[src/rtl/cp0_regfile.sv]
// Coprocessor-0 register file: Status (12), Cause (13) and EPC (14), plus hardware
// interrupt latching, interrupt request generation, exception entry and ERET return.
module cp0_regfile #(
    parameter int DATA_W     = 32,
    parameter int NUM_HW_INT = 6,
    parameter int ADDR_W     = 5
) (
    input  logic                  clk,
    input  logic                  rst,
    input  logic                  we,
    input  logic [ADDR_W-1:0]     waddr,
    input  logic [DATA_W-1:0]     wdata,
    input  logic [ADDR_W-1:0]     raddr,
    output logic [DATA_W-1:0]     rdata,
    input  logic [NUM_HW_INT-1:0] hw_int,
    input  logic                  exc_req,
    input  logic [4:0]            exc_code,
    input  logic [DATA_W-1:0]     exc_pc,
    input  logic                  exc_bd,
    input  logic                  eret,
    output logic                  int_req,
    output logic [DATA_W-1:0]     status_out,
    output logic [DATA_W-1:0]     cause_out,
    output logic [DATA_W-1:0]     epc_out
);

    localparam logic [ADDR_W-1:0] ADDR_STATUS = ADDR_W'(12);
    localparam logic [ADDR_W-1:0] ADDR_CAUSE  = ADDR_W'(13);
    localparam logic [ADDR_W-1:0] ADDR_EPC    = ADDR_W'(14);

    // Only the architecturally defined fields are stored; everything else reads 0.
    logic [7:0]            r_im;
    logic                  r_exl;
    logic                  r_ie;
    logic                  r_bd;
    logic [NUM_HW_INT-1:0] r_ip_hw;
    logic [1:0]            r_ip_sw;
    logic [4:0]            r_exc_code;
    logic [DATA_W-1:0]     r_epc;

    logic [5:0]            w_ip_hw6;
    logic [7:0]            w_ip;
    logic [DATA_W-1:0]     w_status;
    logic [DATA_W-1:0]     w_cause;
    logic [DATA_W-1:0]     w_epc_next;

    always_comb begin
        w_ip_hw6                   = '0;
        w_ip_hw6[NUM_HW_INT-1:0]   = r_ip_hw;
    end

    assign w_ip       = {w_ip_hw6, r_ip_sw};
    assign w_status   = {16'b0, r_im, 6'b0, r_exl, r_ie};
    assign w_cause    = {r_bd, 15'b0, w_ip, 1'b0, r_exc_code, 2'b0};
    // A faulting delay-slot instruction restarts at its branch, one word earlier.
    assign w_epc_next = exc_bd ? (exc_pc - DATA_W'(4)) : exc_pc;

    assign status_out = w_status;
    assign cause_out  = w_cause;
    assign epc_out    = r_epc;
    assign int_req    = r_ie & ~r_exl & (|(w_ip & r_im));

    always_comb begin
        rdata = '0;
        if (raddr == ADDR_STATUS) begin
            rdata = w_status;
        end else if (raddr == ADDR_CAUSE) begin
            rdata = w_cause;
        end else if (raddr == ADDR_EPC) begin
            rdata = r_epc;
        end
    end

    always_ff @(posedge clk) begin
        if (rst) begin
            r_im       <= '0;
            r_exl      <= 1'b0;
            r_ie       <= 1'b0;
            r_bd       <= 1'b0;
            r_ip_hw    <= '0;
            r_ip_sw    <= '0;
            r_exc_code <= '0;
            r_epc      <= '0;
        end else begin
            r_ip_hw <= hw_int;
            if (exc_req) begin
                r_exl      <= 1'b1;
                r_exc_code <= exc_code;
                // A nested exception must not clobber the outer return address.
                if (!r_exl) begin
                    r_bd  <= exc_bd;
                    r_epc <= w_epc_next;
                end
            end else if (eret) begin
                r_exl <= 1'b0;
            end else if (we) begin
                if (waddr == ADDR_STATUS) begin
                    r_im  <= wdata[15:8];
                    r_exl <= wdata[1];
                    r_ie  <= wdata[0];
                end else if (waddr == ADDR_CAUSE) begin
                    r_ip_sw <= wdata[9:8];
                end else if (waddr == ADDR_EPC) begin
                    r_epc <= wdata;
                end
            end
        end
    end

endmodule

[config.mk]
export PLATFORM = sky130hd
export DESIGN_NAME = cp0_regfile
export DESIGN_NICKNAME = d
export VERILOG_FILES = /design/src/rtl/cp0_regfile.sv
export SDC_FILE = /design/constraint.sdc
export NUM_CORES = 1
export LEC_CHECK = 0
export CAP_MARGIN = 20
export CORE_MARGIN = 2
export CORE_UTILIZATION = 35
export CTS_CLUSTER_SIZE = 14
export DETAILED_ROUTE_END_ITERATION = 8
export GPL_TIMING_DRIVEN = 1
export HOLD_SLACK_MARGIN = 0.12
export PLACE_DENSITY = 0.85
export RECOVER_POWER = 25
export SYNTH_ARGS = -nofsm -noshare
export SYNTH_HDL_FRONTEND = slang
export SYNTH_SLANG_ARGS = --single-unit
[constraint.sdc]
create_clock -name clk -period 2.65 [get_ports clk]
set_input_delay 0.795 -clock clk [delete_from_list [all_inputs] [get_ports clk]]
set_output_delay 0.795 -clock clk [all_outputs]
set_load 0.01 [all_outputs]
==> results.yml <==
run_status:
  status: "complete, but fails checks"
  violations: "negative setup slack"
cells_and_area:
  post-route-util: 0.618
  antenna_cells: 0
  drive_above_1_share: 0.255
  final.fill_count: 906
  final_cell_mix: "clkdlybuf4s50_1 (112), buf_4 (68), dfxtp_1 (56), nor2_1 (53), conb_1 (40)"
  final_common_cell: "clkdlybuf4s50_1"
  final_nets: 804
  syn_to_final_growth_pct: 70.5
  stdcell_area_mm2: 0.00641
clock_network:
  max-clock-path-buffers: 2
  clk_pin_slew_worst_paths_ns: 0.10
  clk-insertion-delay-late_ns: 0.31
  cts_buffers: 5
  root_buffer: "clkbuf_8"
  cts_num_sinks: 56
  cts_tree: "yes"
  htreeDepth: 2
  hold_buffers: 0
route:
  detail_route.wl_per_cell_um: 18.2
  drc_errors: 0
  ant_nets: 0
  post_drt_via_cell_ratio: 5.19
  wl_um: 15500
  vias: 4409
  drt_iter0_drc: 197
  first_pass_iters: 4
synthesis:
  yosys_most_used_dff: "dfxtp_1"
  synth_edf_count: 0
  netlist_instances: 478
  ys_seq_elements: 56
  yosysUniqueCellTypes: 54
  syn_area_mm2: 0.00376
  synthArstFlopShare: 0
  yosysSeqAreaShare: 0.298
  yosysWarnings: 0
  avgSynthCellArea_um2: 7.86
sta:
  drv_slew: 0
  post-route-worst-setup-slack_ns: -0.204
  finalHoldViolations: 0
  worst_pin_slew_ns: 1.39
  max-slew-margin-rel: 0.0713
  finalSetupViolCount: 30
  fin_crit_ns: 2.85
  finClkSkew_ns: 0.0134
  rsz0062_at_grt: "yes"
  timing.fmax_mhz: 350
  fin_crit_sh: 1.08
die:
  die_x_um: 108
  rows: 37
  die_h_um: 108
  initial_core_util: 0.362
  die_area_mm2: 0.0116
  design.core.area_mm2: 0.0104
  io_pins: 220
pwr:
  p_leak_nw: 2.77
  p_per_area_mw_per_mm2: 334
  totalPowerFinal_mw: 2.14
  ir_worst_vdd_v: 0.000287
placement:
  place.detailed.hpwl_um: 11400
  place_area_mm2: 0.00596
  portBuffers: 179
  gp_congestion: 0.877
global_routing:
  gr-usage-all-layers: 0.259
  grt_pass1_vias: 4452
  grt_pass1_wl_um: 23700
  overflow: 0
  antenna_found_initial: 0
  grt_max_degree: 29
setup_path:
  crit_path_end_kind: "primary output"
  cp_cell_sequence: "buf_6 > nand3b_1 > nor3b_2 > buf_6 > buf_8 > buf_6 > a22oi_2 > nor2_1 > buf_2"
  critical_path.most_common_cell: "buf_6"
  crit_type: "primary input to primary output"
  crit_fanout: 6
  crit_path_start: "raddr[4]"
  arrival_ns: 2.06
  slowest_stage: "nand3b_1"
  slowest_delay_ns: 0.24
  startpoint_type: "primary input"
  worstReg2RegStart: "r_exl$_SDFFE_PP0P_"
  required_ns: 1.86
worst_hold_path:
  hold_start: "epc_out[7]$_SDFFE_PP0P_"
  worstHoldPathType: "flip-flop to flip-flop"
flow_run:
  cap_violations: 0
-- power breakdown --
group / switching [mW] / internal (mW) / total (mW)
Combinational: 0.294 / 0.340 / 0.634
Sequential: 0.0481 / 0.890 / 0.938
Clock: 0.284 / 0.282 / 0.566
-- metrics by stage --
step	setup WS [ns]	TNS [ns]	hold WS (ns)	std cells
6_report	-0.204	-3.04	0.474	849
5_1_grt	-0.313	-5.25	0.505	849
4_1_cts	-0.215	-4.04	0.480	848
3_5_place_dp	-0.983	-35.69	0.462	826
3_3_place_gp	-0.936	-33.32	0.454	826
2_1_floorplan	0.0498	0	0.449	517
-- final timing paths --
kind | endpoint | slack, ns | cells past startpoint
max | rdata[31] | -0.20 | 9
min | epc_out[7]$_SDFFE_PP0P_ | 0.47 | 2
max reg2reg | epc_out[12]$_SDFFE_PP0P_ | 0.67 | 8
min reg2reg | epc_out[7]$_SDFFE_PP0P_ | 0.47 | 2
-- repair_timing --
| action | CTS | global route |
|---|---|---|
| cloned | 2 | 0 |
| resized for setup | 188 | 55 |
| endpoints found under the setup margin | 44 | 45 |
| buffers inserted | 12 | 7 |
| pin swaps | 16 | 23 |
-- logic make-up after synthesis --
| kind of cell | after synthesis | share of synthesized area |
|---|---|---|
| mux | 27 | 0.0719 |
| other cells | 1 | 0.000998 |
| simple gates | 179 | 0.251 |
| buf+inv | 83 | 0.130 |
| fa+ha+maj | 1 | 0.00333 |
| xor+xnor | 24 | 0.0559 |
| flops | 56 | 0.298 |
| compound gates | 107 | 0.188 |
-- layer usage --
layer  wire (µm)  part of all wire  vias up  GRT usage
met5           0                 0        -          0
met4         291             0.019        0     0.0540
met3        1060             0.068       19     0.0460
met2        7820              0.51      181      0.469
met1        6300              0.41     2119      0.319
li1            -                 -     2090          -
-- cell type report --
cell class / count / area [µm²] / share of cell area
multi-input combinational: 378 / 2550 / 0.398
timing repair buffer: 264 / 2430 / 0.380
sequential: 56 / 1120 / 0.175
tap: 136 / 170 / 0.0266
clock buffer: 6 / 72.6 / 0.0113
clock inverter: 2 / 35.0 / 0.00547
inverter: 7 / 26.3 / 0.00410
-- registers in the layout, indices dropped and copies added, names as in the netlist --
signal	cells
r_ip_hw	6
r_im	8
r_ie	1
r_exl	1
r_bd	1
epc_out	32
r_exc_code	5
r_ip_sw	2
-- cells in the mapped netlist (4+ instances only) --
cell / instances / area, µm²
and3_1: 16 / 100
o21ai_0: 18 / 90.1
nor2_1: 57 / 214
a31oi_1: 9 / 56.3
nand3_1: 4 / 20.0
a221oi_1: 4 / 35.0
dfxtp_1: 56 / 1120
nor3_1: 14 / 70.1
mux2i_1: 27 / 270
nor4b_1: 5 / 43.8
xnor2_1: 19 / 166
a21oi_1: 30 / 150
inv_1: 7 / 26.3
nand4b_1: 4 / 35.0
a21boi_0: 5 / 37.5
a21o_1: 8 / 60.1
clkbuf_1: 26 / 97.6
o211ai_1: 6 / 45.0
nand2_1: 38 / 143
or4_1: 7 / 52.6
xor2_1: 5 / 43.8
buf_4: 44 / 330
nor2b_1: 7 / 43.8
a22oi_1: 8 / 60.1
a211oi_1: 4 / 30.0
-- worst max-delay path, delay by kind of cell --
family | cells | cell delay [ns]
simple gates | 3 | 0.58
buf+inv | 5 | 0.65
compound gates | 1 | 0.04
(Power assumes the default switching activity.)
